## src/rtl/spi_master_pkg.sv

```systemverilog
// Shared types for the SPI master engine.
// Build option: SPI_MASTER_LOOPBACK_EN adds an internal MOSI->sampler loop.
package spi_master_pkg;

   typedef enum logic [2:0] {
      IDLE,
      SETUP,
      LEAD,
      TRAIL,
      GAP
   } state_e;

   // Wide enough for any SS_WIDTH up to 32; users slice the low bits.
   localparam logic [31:0] SS_NONE = '1;

endpackage

```

## src/rtl/spi_master_if.sv

```systemverilog
// Word stream between the register/FIFO front end and the SPI engine.
// master: front end side; slave: engine side.
interface spi_master_if #(
   parameter int DATA_W = 8
);

   logic              tx_valid_i;
   logic              tx_ready_o;
   logic [DATA_W-1:0] tx_data_i;
   logic              rx_valid_o;
   logic [DATA_W-1:0] rx_data_o;

   modport master (
      output tx_valid_i,
      output tx_data_i,
      input  tx_ready_o,
      input  rx_valid_o,
      input  rx_data_o
   );

   modport slave (
      input  tx_valid_i,
      input  tx_data_i,
      output tx_ready_o,
      output rx_valid_o,
      output rx_data_o
   );

endinterface

```

## src/rtl/spi_clk_div.sv

```systemverilog
// Half-period tick generator; reloads with div_i+1 on every restart.
module spi_clk_div #(
   parameter int DIV_W = 8
) (
   input  logic             clk_i,
   input  logic             rst_i,
   input  logic             restart_i,
   input  logic [DIV_W-1:0] div_i,
   output logic             tick_o
);

   localparam int CW = DIV_W + 1;

   // One extra bit so div_i = all-ones loads 2^DIV_W without wrapping.
   logic [CW-1:0] cnt_q;

   always_ff @(posedge clk_i) begin
      if (rst_i)
         cnt_q <= '0;
      else if (restart_i)
         cnt_q <= {1'b0, div_i} + CW'(1);
      else if (cnt_q != '0)
         cnt_q <= cnt_q - CW'(1);
   end

   assign tick_o = (cnt_q == CW'(1));

endmodule

```

## src/rtl/spi_master_core.sv

```systemverilog
// Parametrised SPI master engine, all four CPOL/CPHA modes.
// Build option: SPI_MASTER_LOOPBACK_EN adds loop_i (sampler reads mosi_o).
module spi_master_core
   import spi_master_pkg::*;
#(
   parameter int DATA_W    = 8,
   parameter int SS_WIDTH  = 1,
   parameter int DIV_W     = 8,
   parameter bit MSB_FIRST = 1'b1
) (
   input  logic                clk_i,
   input  logic                rst_i,
   input  logic                en_i,
   input  logic                cpol_i,
   input  logic                cpha_i,
   input  logic [DIV_W-1:0]    div_i,
   input  logic [SS_WIDTH-1:0] ss_sel_i,
   input  logic                ss_hold_i,
`ifdef SPI_MASTER_LOOPBACK_EN
   input  logic                loop_i,
`endif
   spi_master_if.slave         bus,
   output logic                busy_o,
   output logic                sck_o,
   output logic                mosi_o,
   input  logic                miso_i,
   output logic [SS_WIDTH-1:0] ss_n_o
);

   localparam int BW = (DATA_W > 2) ? $clog2(DATA_W) : 1;
   localparam logic [SS_WIDTH-1:0] SS_OFF = SS_NONE[SS_WIDTH-1:0];

   state_e              state_q, state_n;
   logic [DATA_W-1:0]   sh_q, rx_sh_q;
   logic [DATA_W-1:0]   sh_src, shl;
   logic [BW-1:0]       bit_q;
   logic [DIV_W-1:0]    div_q, div_c;
   logic                cpol_q, cpha_q, hold_q;
   logic                cpol_c, fb, sbit;
   logic                accept, abort, tick;
   logic                enter_lead, enter_trail, to_gap, gap_exit;
   logic                next_bit, do_drive, sample;

   assign bus.tx_ready_o = (state_q == IDLE) && en_i && !rst_i;
   assign accept         = bus.tx_valid_i && bus.tx_ready_o;
   assign busy_o         = (state_q != IDLE);
   assign abort          = !en_i && (state_q != IDLE);

   always_comb begin
      state_n = state_q;
      unique case (state_q)
         IDLE:    if (accept) state_n = SETUP;
         SETUP:   if (tick)   state_n = LEAD;
         LEAD:    if (tick)   state_n = TRAIL;
         TRAIL:   if (tick)   state_n = (bit_q == '0) ? GAP : LEAD;
         GAP:     if (tick)   state_n = IDLE;
         default:             state_n = IDLE;
      endcase
      if (abort) state_n = IDLE;
   end

   assign enter_lead  = (state_n == LEAD)  && (state_q != LEAD);
   assign enter_trail = (state_n == TRAIL) && (state_q == LEAD);
   assign to_gap      = (state_n == GAP)   && (state_q == TRAIL);
   assign gap_exit    = (state_n == IDLE)  && (state_q == GAP);
   assign next_bit    = (state_n == LEAD)  && (state_q == TRAIL);

   // Idle level follows the live input; a transfer uses the latched copy.
   assign cpol_c = (state_q == IDLE) ? cpol_i : cpol_q;
   assign div_c  = (state_q == IDLE) ? div_i  : div_q;

   spi_clk_div #(.DIV_W(DIV_W)) u_div (
      .clk_i     (clk_i),
      .rst_i     (rst_i),
      .restart_i (state_n != state_q),
      .div_i     (div_c),
      .tick_o    (tick)
   );

   // CPHA=0 presents the first bit at accept, later bits at trailing edges.
   assign do_drive = accept ? !cpha_i : (cpha_q ? enter_lead : enter_trail);
   assign sample   = cpha_q ? enter_trail : enter_lead;
   assign sh_src   = accept ? bus.tx_data_i : sh_q;
   assign fb       = MSB_FIRST ? sh_src[DATA_W-1] : sh_src[0];
   assign shl      = MSB_FIRST ? {sh_src[DATA_W-2:0], 1'b0}
                               : {1'b0, sh_src[DATA_W-1:1]};

`ifdef SPI_MASTER_LOOPBACK_EN
   logic loop_q;

   always_ff @(posedge clk_i) begin
      if (rst_i)       loop_q <= 1'b0;
      else if (accept) loop_q <= loop_i;
   end

   assign sbit = loop_q ? mosi_o : miso_i;
`else
   assign sbit = miso_i;
`endif

   always_ff @(posedge clk_i) begin
      if (rst_i) begin
         state_q        <= IDLE;
         sh_q           <= '0;
         rx_sh_q        <= '0;
         bit_q          <= '0;
         div_q          <= '0;
         cpol_q         <= 1'b0;
         cpha_q         <= 1'b0;
         hold_q         <= 1'b0;
         sck_o          <= 1'b0;
         mosi_o         <= 1'b0;
         ss_n_o         <= SS_OFF;
         bus.rx_valid_o <= 1'b0;
         bus.rx_data_o  <= '0;
      end else begin
         state_q        <= state_n;
         sck_o          <= (state_n == LEAD) ? ~cpol_c : cpol_c;
         bus.rx_valid_o <= to_gap;
         if (to_gap)
            bus.rx_data_o <= rx_sh_q;

         if (accept) begin
            sh_q   <= bus.tx_data_i;
            bit_q  <= BW'(DATA_W - 1);
            div_q  <= div_i;
            cpol_q <= cpol_i;
            cpha_q <= cpha_i;
            hold_q <= ss_hold_i;
            ss_n_o <= ~ss_sel_i;
         end else if (abort) begin
            hold_q <= 1'b0;
            ss_n_o <= SS_OFF;
         end else if (gap_exit && !hold_q) begin
            ss_n_o <= SS_OFF;
         end

         if (next_bit)
            bit_q <= bit_q - BW'(1);

         if (do_drive) begin
            mosi_o <= fb;
            sh_q   <= shl;
         end

         if (sample)
            rx_sh_q <= MSB_FIRST ? {rx_sh_q[DATA_W-2:0], sbit}
                                 : {sbit, rx_sh_q[DATA_W-1:1]};
      end
   end

endmodule
```

## src/flat_wrapper.sv

```systemverilog
// flat-port wrapper written by rule: the top's interface ports become plain ports
module spi_master_core_flat import spi_master_pkg::*;
#(
   parameter int DATA_W    = 8,
   parameter int SS_WIDTH  = 1,
   parameter int DIV_W     = 8,
   parameter bit MSB_FIRST = 1'b1
)
  (clk_i, rst_i, en_i, cpol_i, cpha_i, div_i, ss_sel_i, ss_hold_i, busy_o, sck_o, mosi_o, miso_i, ss_n_o, bus_tx_valid_i, bus_tx_data_i, bus_tx_ready_o, bus_rx_valid_o, bus_rx_data_o);
  spi_master_if #(.DATA_W(DATA_W)) bus_i ();
  input  logic clk_i;
  input  logic rst_i;
  input  logic en_i;
  input  logic cpol_i;
  input  logic cpha_i;
  input  logic [DIV_W-1:0] div_i;
  input  logic [SS_WIDTH-1:0] ss_sel_i;
  input  logic ss_hold_i;
  output logic busy_o;
  output logic sck_o;
  output logic mosi_o;
  input  logic miso_i;
  output logic [SS_WIDTH-1:0] ss_n_o;
  input wire logic [$bits(bus_i.tx_valid_i)-1:0] bus_tx_valid_i;
  input wire logic [$bits(bus_i.tx_data_i)-1:0] bus_tx_data_i;
  output wire logic [$bits(bus_i.tx_ready_o)-1:0] bus_tx_ready_o;
  output wire logic [$bits(bus_i.rx_valid_o)-1:0] bus_rx_valid_o;
  output wire logic [$bits(bus_i.rx_data_o)-1:0] bus_rx_data_o;
  assign bus_i.tx_valid_i = bus_tx_valid_i;
  assign bus_i.tx_data_i = bus_tx_data_i;
  assign bus_tx_ready_o = bus_i.tx_ready_o;
  assign bus_rx_valid_o = bus_i.rx_valid_o;
  assign bus_rx_data_o = bus_i.rx_data_o;
  spi_master_core #(.DATA_W(DATA_W), .SS_WIDTH(SS_WIDTH), .DIV_W(DIV_W), .MSB_FIRST(MSB_FIRST)) u_core (.clk_i(clk_i), .rst_i(rst_i), .en_i(en_i), .cpol_i(cpol_i), .cpha_i(cpha_i), .div_i(div_i), .ss_sel_i(ss_sel_i), .ss_hold_i(ss_hold_i), .bus(bus_i), .busy_o(busy_o), .sck_o(sck_o), .mosi_o(mosi_o), .miso_i(miso_i), .ss_n_o(ss_n_o));
endmodule
```

## config.mk

```make
export PLATFORM = sky130hd
export DESIGN_NAME = spi_master_core_flat
export DESIGN_NICKNAME = d
export VERILOG_FILES = /design/src/rtl/spi_master_pkg.sv /design/src/rtl/spi_master_if.sv /design/src/rtl/spi_clk_div.sv /design/src/rtl/spi_master_core.sv /design/src/flat_wrapper.sv
export SDC_FILE = /design/constraint.sdc
export NUM_CORES = 1
export LEC_CHECK = 0
export ABC_AREA = 1
export ABC_CLOCK_PERIOD_IN_PS = 1720
export BUFFER_PORTS_ARGS = -buffer_cell sky130_fd_sc_hd__buf_2
export CAP_MARGIN = 10
export CORE_MARGIN = 2
export CORE_UTILIZATION = 50
export CTS_BUF_LIST = sky130_fd_sc_hd__clkbuf_16
export DETAILED_ROUTE_END_ITERATION = 10
export HOLD_SLACK_MARGIN = 0.05
export PLACE_DENSITY_LB_ADDON = 0.05
export SETUP_SLACK_MARGIN = 0.1
export SYNTH_ARGS = -nofsm -noshare
export SYNTH_HDL_FRONTEND = slang
export SYNTH_SLANG_ARGS = --single-unit
```

## constraint.sdc

```tcl
create_clock -name clk_i -period 1.72 [get_ports clk_i]
set_input_delay 0.086 -clock clk_i [delete_from_list [all_inputs] [get_ports clk_i]]
set_output_delay 0.086 -clock clk_i [all_outputs]
set_load 0.01 [all_outputs]
```

== Word-level counts from Yosys, hierarchy flattened ==
Index checks and enable logic that the tools add are counted.
Storage, ports and cells
  word-level logic and storage cells: 79
  flip-flop bits (word level): 54
  input bits: 25
Operators by class
  add/subtract/negate cells: 3
  eq/ne operators: 10
  reduce and logical (&&, ||, !) cells: 24
  bitwise logic cells: 2
  mux-type cells: 25
Operators with widths (number)
  3-bit two-way mux: 9
  8-bit two-way mux: 3
  9-bit two-way mux: 2
  3-bit case mux with 5 select lines: 1
  3-bit by 2-bit equality test with 1-bit output (second input constant): 4
  1-bit logical AND: 10
  1-bit two-way mux: 10
  8-bit by 1-bit adder with 9-bit output (second input constant): 1
  9-bit by 1-bit equality test with 1-bit output (second input constant): 1
  3-bit zero test: 3
  9-bit nonzero test: 1
  9-bit by 1-bit subtractor with 9-bit output (second input constant): 1
  3-bit equality test (second input constant): 2
  2-bit nonzero test: 3
  3-bit nonzero test: 2
  1-bit zero test: 4
  3-bit by 1-bit equality test with 1-bit output (second input constant): 1
  3-bit by 2-bit inequality test with 1-bit output (second input constant): 1
  3-bit inequality test: 1
  3-bit by 1-bit subtractor with 3-bit output (second input constant): 1
  1-bit inverter: 2
  2-bit OR reduction: 1

== Depth between registers and ports, before layout ==
  depth in word-level cells: 13
  gate-level depth with buffers: 17
  gate-level depth less buffers: 17

== Modules after synthesis ==
Synthesis repeated with hierarchy kept, for this count alone.
Second synthesis, totals
  cells, all modules: 438
  area total of the unflattened synthesis: 2989.1 um2
By module, submodules not included
  spi_master_core: seq. area each 900.9 um2, cells each 319, area each 2274.7 um2, times used 1
  spi_clk_div: seq. area each 180.2 um2, cells each 119, area each 714.4 um2, times used 1

== Worst setup path after synthesis ==
Ideal clock, no wire load.
  path type: reg-to-reg
  from: register u_core.state_q[0]
  to: register u_core.u_div.cnt_q[6]
  arrival: 1.739 ns
  cell stages (with the launch flop): 14
  buffers on the path: 1
  setup slack: -0.147 ns
  library setup time: 0.128 ns
  cells stage by stage: dfxtp_1 -> nor2_2 -> nand2_4 -> buf_2 -> o21ai_0 -> inv_1 -> ha_1 -> nand2_1 -> nor2_1 -> nand3_1 -> xor2_1 -> o21ai_1 -> nand3_1 -> nor2_1
Between the ends
  elaborated cells between the ends (all ways): 22
RTL lines
  from (decl): RTL line spi_master_core.sv:33  | state_e state_q, state_n;
  from (signal assigned): RTL line spi_master_core.sv:117  | state_q <= state_n;
  3-bit nonzero test (*)
  named net busy_o: RTL line flat_wrapper.sv:19  | output logic busy_o;
  1-bit logical AND (*): RTL line spi_master_core.sv:47  | assign abort = !en_i && (state_q != IDLE);
  3-bit two-way mux (*): RTL line spi_master_core.sv:59  | if (abort) state_n = IDLE;
  3-bit inequality test (*): RTL line spi_master_core.sv:75  | .restart_i (state_n != state_q),
  9-bit two-way mux or 2-bit nonzero test (tied branches)
  to (signal assigned): RTL line spi_clk_div.sv:21  | cnt_q <= {1'b0, div_i} + CW'(1);
  to (signal assigned): RTL line spi_clk_div.sv:23  | cnt_q <= cnt_q - CW'(1);
  to (decl): RTL line spi_clk_div.sv:15  | logic [CW-1:0] cnt_q;
The timed path passes the listed nets; every way through them passes the cells marked *.
A chain may end at the register's enable or synchronous reset.

== Worst setup path after layout ==
  from: register u_core.u_div.cnt_q[1]
  to: register u_core.rx_sh_q[5]
Between the ends
  longest elaborated chain between the ends: 7
  elaborated cells between the ends (all ways): 12
RTL lines
  9-bit by 1-bit equality test with 1-bit output (*): RTL line spi_clk_div.sv:26  | assign tick_o = (cnt_q == CW'(1));
  3-bit two-way mux (on tied branches)
  3-bit case mux with 5 select lines (*): RTL line spi_master_core.sv:51  | unique case (state_q)
  3-bit two-way mux (*): RTL line spi_master_core.sv:59
  3-bit by 2-bit equality test with 1-bit output (on tied branches): RTL line spi_master_core.sv:62, spi_master_core.sv:63
  1-bit logical AND (on tied branches): RTL line spi_master_core.sv:62, spi_master_core.sv:63
  1-bit two-way mux (*): RTL line spi_master_core.sv:82  | assign sample = cpha_q ? enter_trail : enter_lead;
  to (signal assigned): RTL line spi_master_core.sv:147  | rx_sh_q <= MSB_FIRST ? {rx_sh_q[DATA_W-2:0], sbit}
  to (decl): RTL line spi_master_core.sv:34  | logic [DATA_W-1:0] sh_q, rx_sh_q;
Every way passes the cells marked *; elsewhere a longest branch is shown, timed or not.

==> impl_metrics.yaml <==
sta:
  slew_violations: 0
  hold_violations: 0
  clock_skew_ns: 0.006055
  grt_setup_unrepaired: "true"
  worstMarginPinSlew_ns: 0.4342
  max-slew-margin-rel_pct: 70.74
  setup_viol: 30
  period_share_pct: 110.6
  fmax_mhz: 525.8
  fin_crit_ns: 1.902
  holdWs_ns: 0.06515
  timing.final.ws_setup_ns: -0.1820
worst_setup_path:
  endpoint_kind: "register"
  worst-path-max-fanout: 8
  crit_type: "reg2reg"
  cpMostUsedCell: "nand2_4"
  worstPathCellList: "inv_2, ha_4, nand2_4, nor2_4, nand2_4, nand2_2, nand3_2, nand2_2, nand2_4, inv_6, nand3_4, o21ai_4, nor2_1, nor2_1"
  max_stage_delay_ns: 0.33
  cp_slowest_cell: "dfxtp_2"
  arrival_ns: 2.15
  cp-start-kind: "register"
  worstPathRequired_ns: 1.96
global_route:
  grt_pass1_wl_um: 12670
  antenna_found_initial: 0
  grt_pass1_vias: 2929
  grt-ovfl-total: 0
  grt_max_degree: 35
  track_usage_pct: 24.92
detailed_routing:
  vias_per_cell: 5.140
  drt_first_iter_violations: 151
  dr.pass1.iters: 4
  vias: 3115
  post-route-drc-count: 0
  routedWlPerCell_um: 14.08
  totalWireLength_um: 8533
  antenna_left: 0
die:
  fp.dieArea_um2: 6492
  die_h_um: 80.57
  die_x_um: 80.57
  initial_core_util_pct: 52.59
  rows: 27
  ios: 39
  coreArea_um2: 5574
synth:
  synthFlopType: "dfxtp_1"
  synth_cell_types: 34
  synth_seq_area_share_pct: 36.88
  ys_top_cells_by_count: "nand2_1, nor2_1, dfxtp_1, inv_1, o21ai_0"
  yosysWarnings: 0
  synth_xor_area_share_pct: 3.585
  syn_inst: 433
  yosysMostFrequentCell: "nand2_1"
  yosys-top-cells-area: "dfxtp_1, nand2_1, nor2_1"
  synth_top_family_by_area: "simple AND/OR/NAND/NOR gates"
  synth_edf_count: 0
  syn_nets: 464
  yosys.area_share.adder_pct: 2.561
  yosysTopAreaCell: "dfxtp_1"
  synth_compound_area_share_pct: 10.67
  ys_ff_latch: 54
  synth_simple_gate_area_share_pct: 36.58
  synth_area_um2: 2932
  synth_top_cell_area_share_pct: 36.88
  avgSynthCellArea_um2: 6.770
  async_flop_share_pct: 0
  synth_mux_area_share_pct: 1.024
place:
  port_buffers: 38
  place_ws_ns: -0.1731
  routabilityCongestion: 0.9170
  place_area_um2: 3552
  dp_hpwl_um: 5078
cells_and_area:
  drive_gt1_share_pct: 41.57
  diodes: 0
  fillers: 430
  nets: 564
  finish.instance_area_um2: 4310
  synthToLayoutAreaGrowth_pct: 47.03
power_and_ir_drop:
  peakVddDrop_mv: 0.6425
  power_density_nw_per_um2: 1212
  p_leak_uw: 0.002000
flow_run:
  cap_viol_max_count: 0
run_status:
  status: "complete, but fails checks"
  violations: "negative setup slack"
clock_tree:
  clock-root-buffer: "clkbuf_16"
  path_clk_slew_ns: 0.08
  numCtsBuffers: 5
  clockBufferDepth: 2
  ctsHtreeMaxLevel: 2
  cts_tree: "done"
  clock_latency_ns: 0.30
  cts_sinks: 54
hold_path:
  hold_class: "in2reg"
-- timing repair --
action                                  4_1_cts  5_1_grt
setup buffers                                 8        8
hold buffers                                  3        0
endpoints found under the setup margin       39       41
gates cloned                                  3        0
pin swaps                                    33       40
hold endpoints to repair                      3        0
gates resized for setup                      59       66
-- flip-flops by register name, indices dropped and copies added, names as in the netlist --
register,flops
u_core.bit_q,3
u_core.bus.rx_data_o,8
u_core.bus.rx_valid_o,1
u_core.cpha_q,1
u_core.cpol_q,1
u_core.div_q,8
u_core.hold_q,1
u_core.mosi_o,1
u_core.rx_sh_q,8
u_core.sck_o,1
u_core.sh_q,8
u_core.ss_n_o,1
u_core.state_q,3
u_core.u_div.cnt_q,9
-- layout make-up --
cell class                      count  area [µm²]  share of cell area [%]
Clock inverter                      3       28.78                  0.6676
Inverter                           49       206.4                   4.790
Tap cell                           72       90.09                   2.090
Timing Repair Buffer              102       728.2                   16.89
Clock buffer                        5       125.1                   2.903
Multi-Input combinational cell    321        2043                   47.40
Sequential cell                    54        1089                   25.25
-- metal layers --
layer | routed length [µm] | global-route usage, % | vias to the layer above
li1 | - | - | 1567
met3 | 363 | 3.708 | 24
met4 | 261 | 9.153 | 0
met5 | 0 | 0 | -
met2 | 4326 | 45.17 | 69
met1 | 3582 | 29.51 | 1455
-- logic make-up (layout without fill, tap and decap cells) --
group,Yosys count,count (layout)
and+or+nand+nor,241,243
buffers and inverters,60,159
AOI/OAI and AO/OA,57,57
DFF,54,54
xor gates and xnor gates,12,12
adders and majority gates,6,6
muxes,3,3
-- per-stage QoR --
stage | power, µW | utilization (%) | TNS (ns) | std cells
final | 5222 | 77.33 | -4.002 | 606
after global routing | 5521 | 77.33 | -7.541 | 606
after CTS | 4867 | 72.12 | -2.092 | 598
after detailed placement | 3487 | 63.73 | -3.711 | 577
after global placement | 3442 | 63.73 | -3.107 | 577
after floorplan | 2838 | - | -0.04159 | 433
-- cells in the final DEF (no fill, tap or decap), types with 5 or more instances in the layout --
cell type	netlist	layout
nand2_1	116	87
nor2_1	68	54
buf_4	0	50
dfxtp_1	54	50
buf_2	2	38
inv_1	40	33
nand2_2	6	20
a21oi_1	22	18
o21ai_0	25	16
nand2_4	3	15
nand3_2	0	12
nor2_2	1	11
inv_2	7	10
nand3b_1	10	10
buf_6	3	10
o21ai_1	5	8
xor2_1	8	8
nand3_1	20	6
nor2_4	0	5
o21ai_2	1	5
clkbuf_16	0	5
-- worst paths after layout --
path / start / endpoint / slack [ns] / cells past startpoint
setup / recovery: u_core.u_div.cnt_q[1]$_SDFFE_PP0P_ / u_core.rx_sh_q[5]$_SDFFE_PP0P_ / -0.18 / 14
hold / removal: ss_hold_i / u_core.hold_q$_SDFFE_PP0P_ / 0.07 / 3
setup reg to reg: u_core.u_div.cnt_q[1]$_SDFFE_PP0P_ / u_core.rx_sh_q[5]$_SDFFE_PP0P_ / -0.18 / 14
hold reg to reg: u_core.div_q[6]$_SDFFE_PP0N_ / u_core.div_q[6]$_SDFFE_PP0N_ / 0.46 / 2
-- power by group --
part / internal (µW) / switching (µW) / total [µW]
clock network: 560 / 528 / 1090
logic: 1110 / 1530 / 2640
registers: 1410 / 88.2 / 1500
total: 3070 / 2150 / 5220
-- critical path: cells and delay by family (launching register included) --
| family | cells | cell delay, ns |
|---|---|---|
| simple gates | 10 | 0.91 |
| flops | 1 | 0.33 |
| compound gates | 1 | 0.29 |
| buf+inv | 2 | 0.16 |
| fa+ha+maj | 1 | 0.14 |
(Power assumes the default switching activity.)
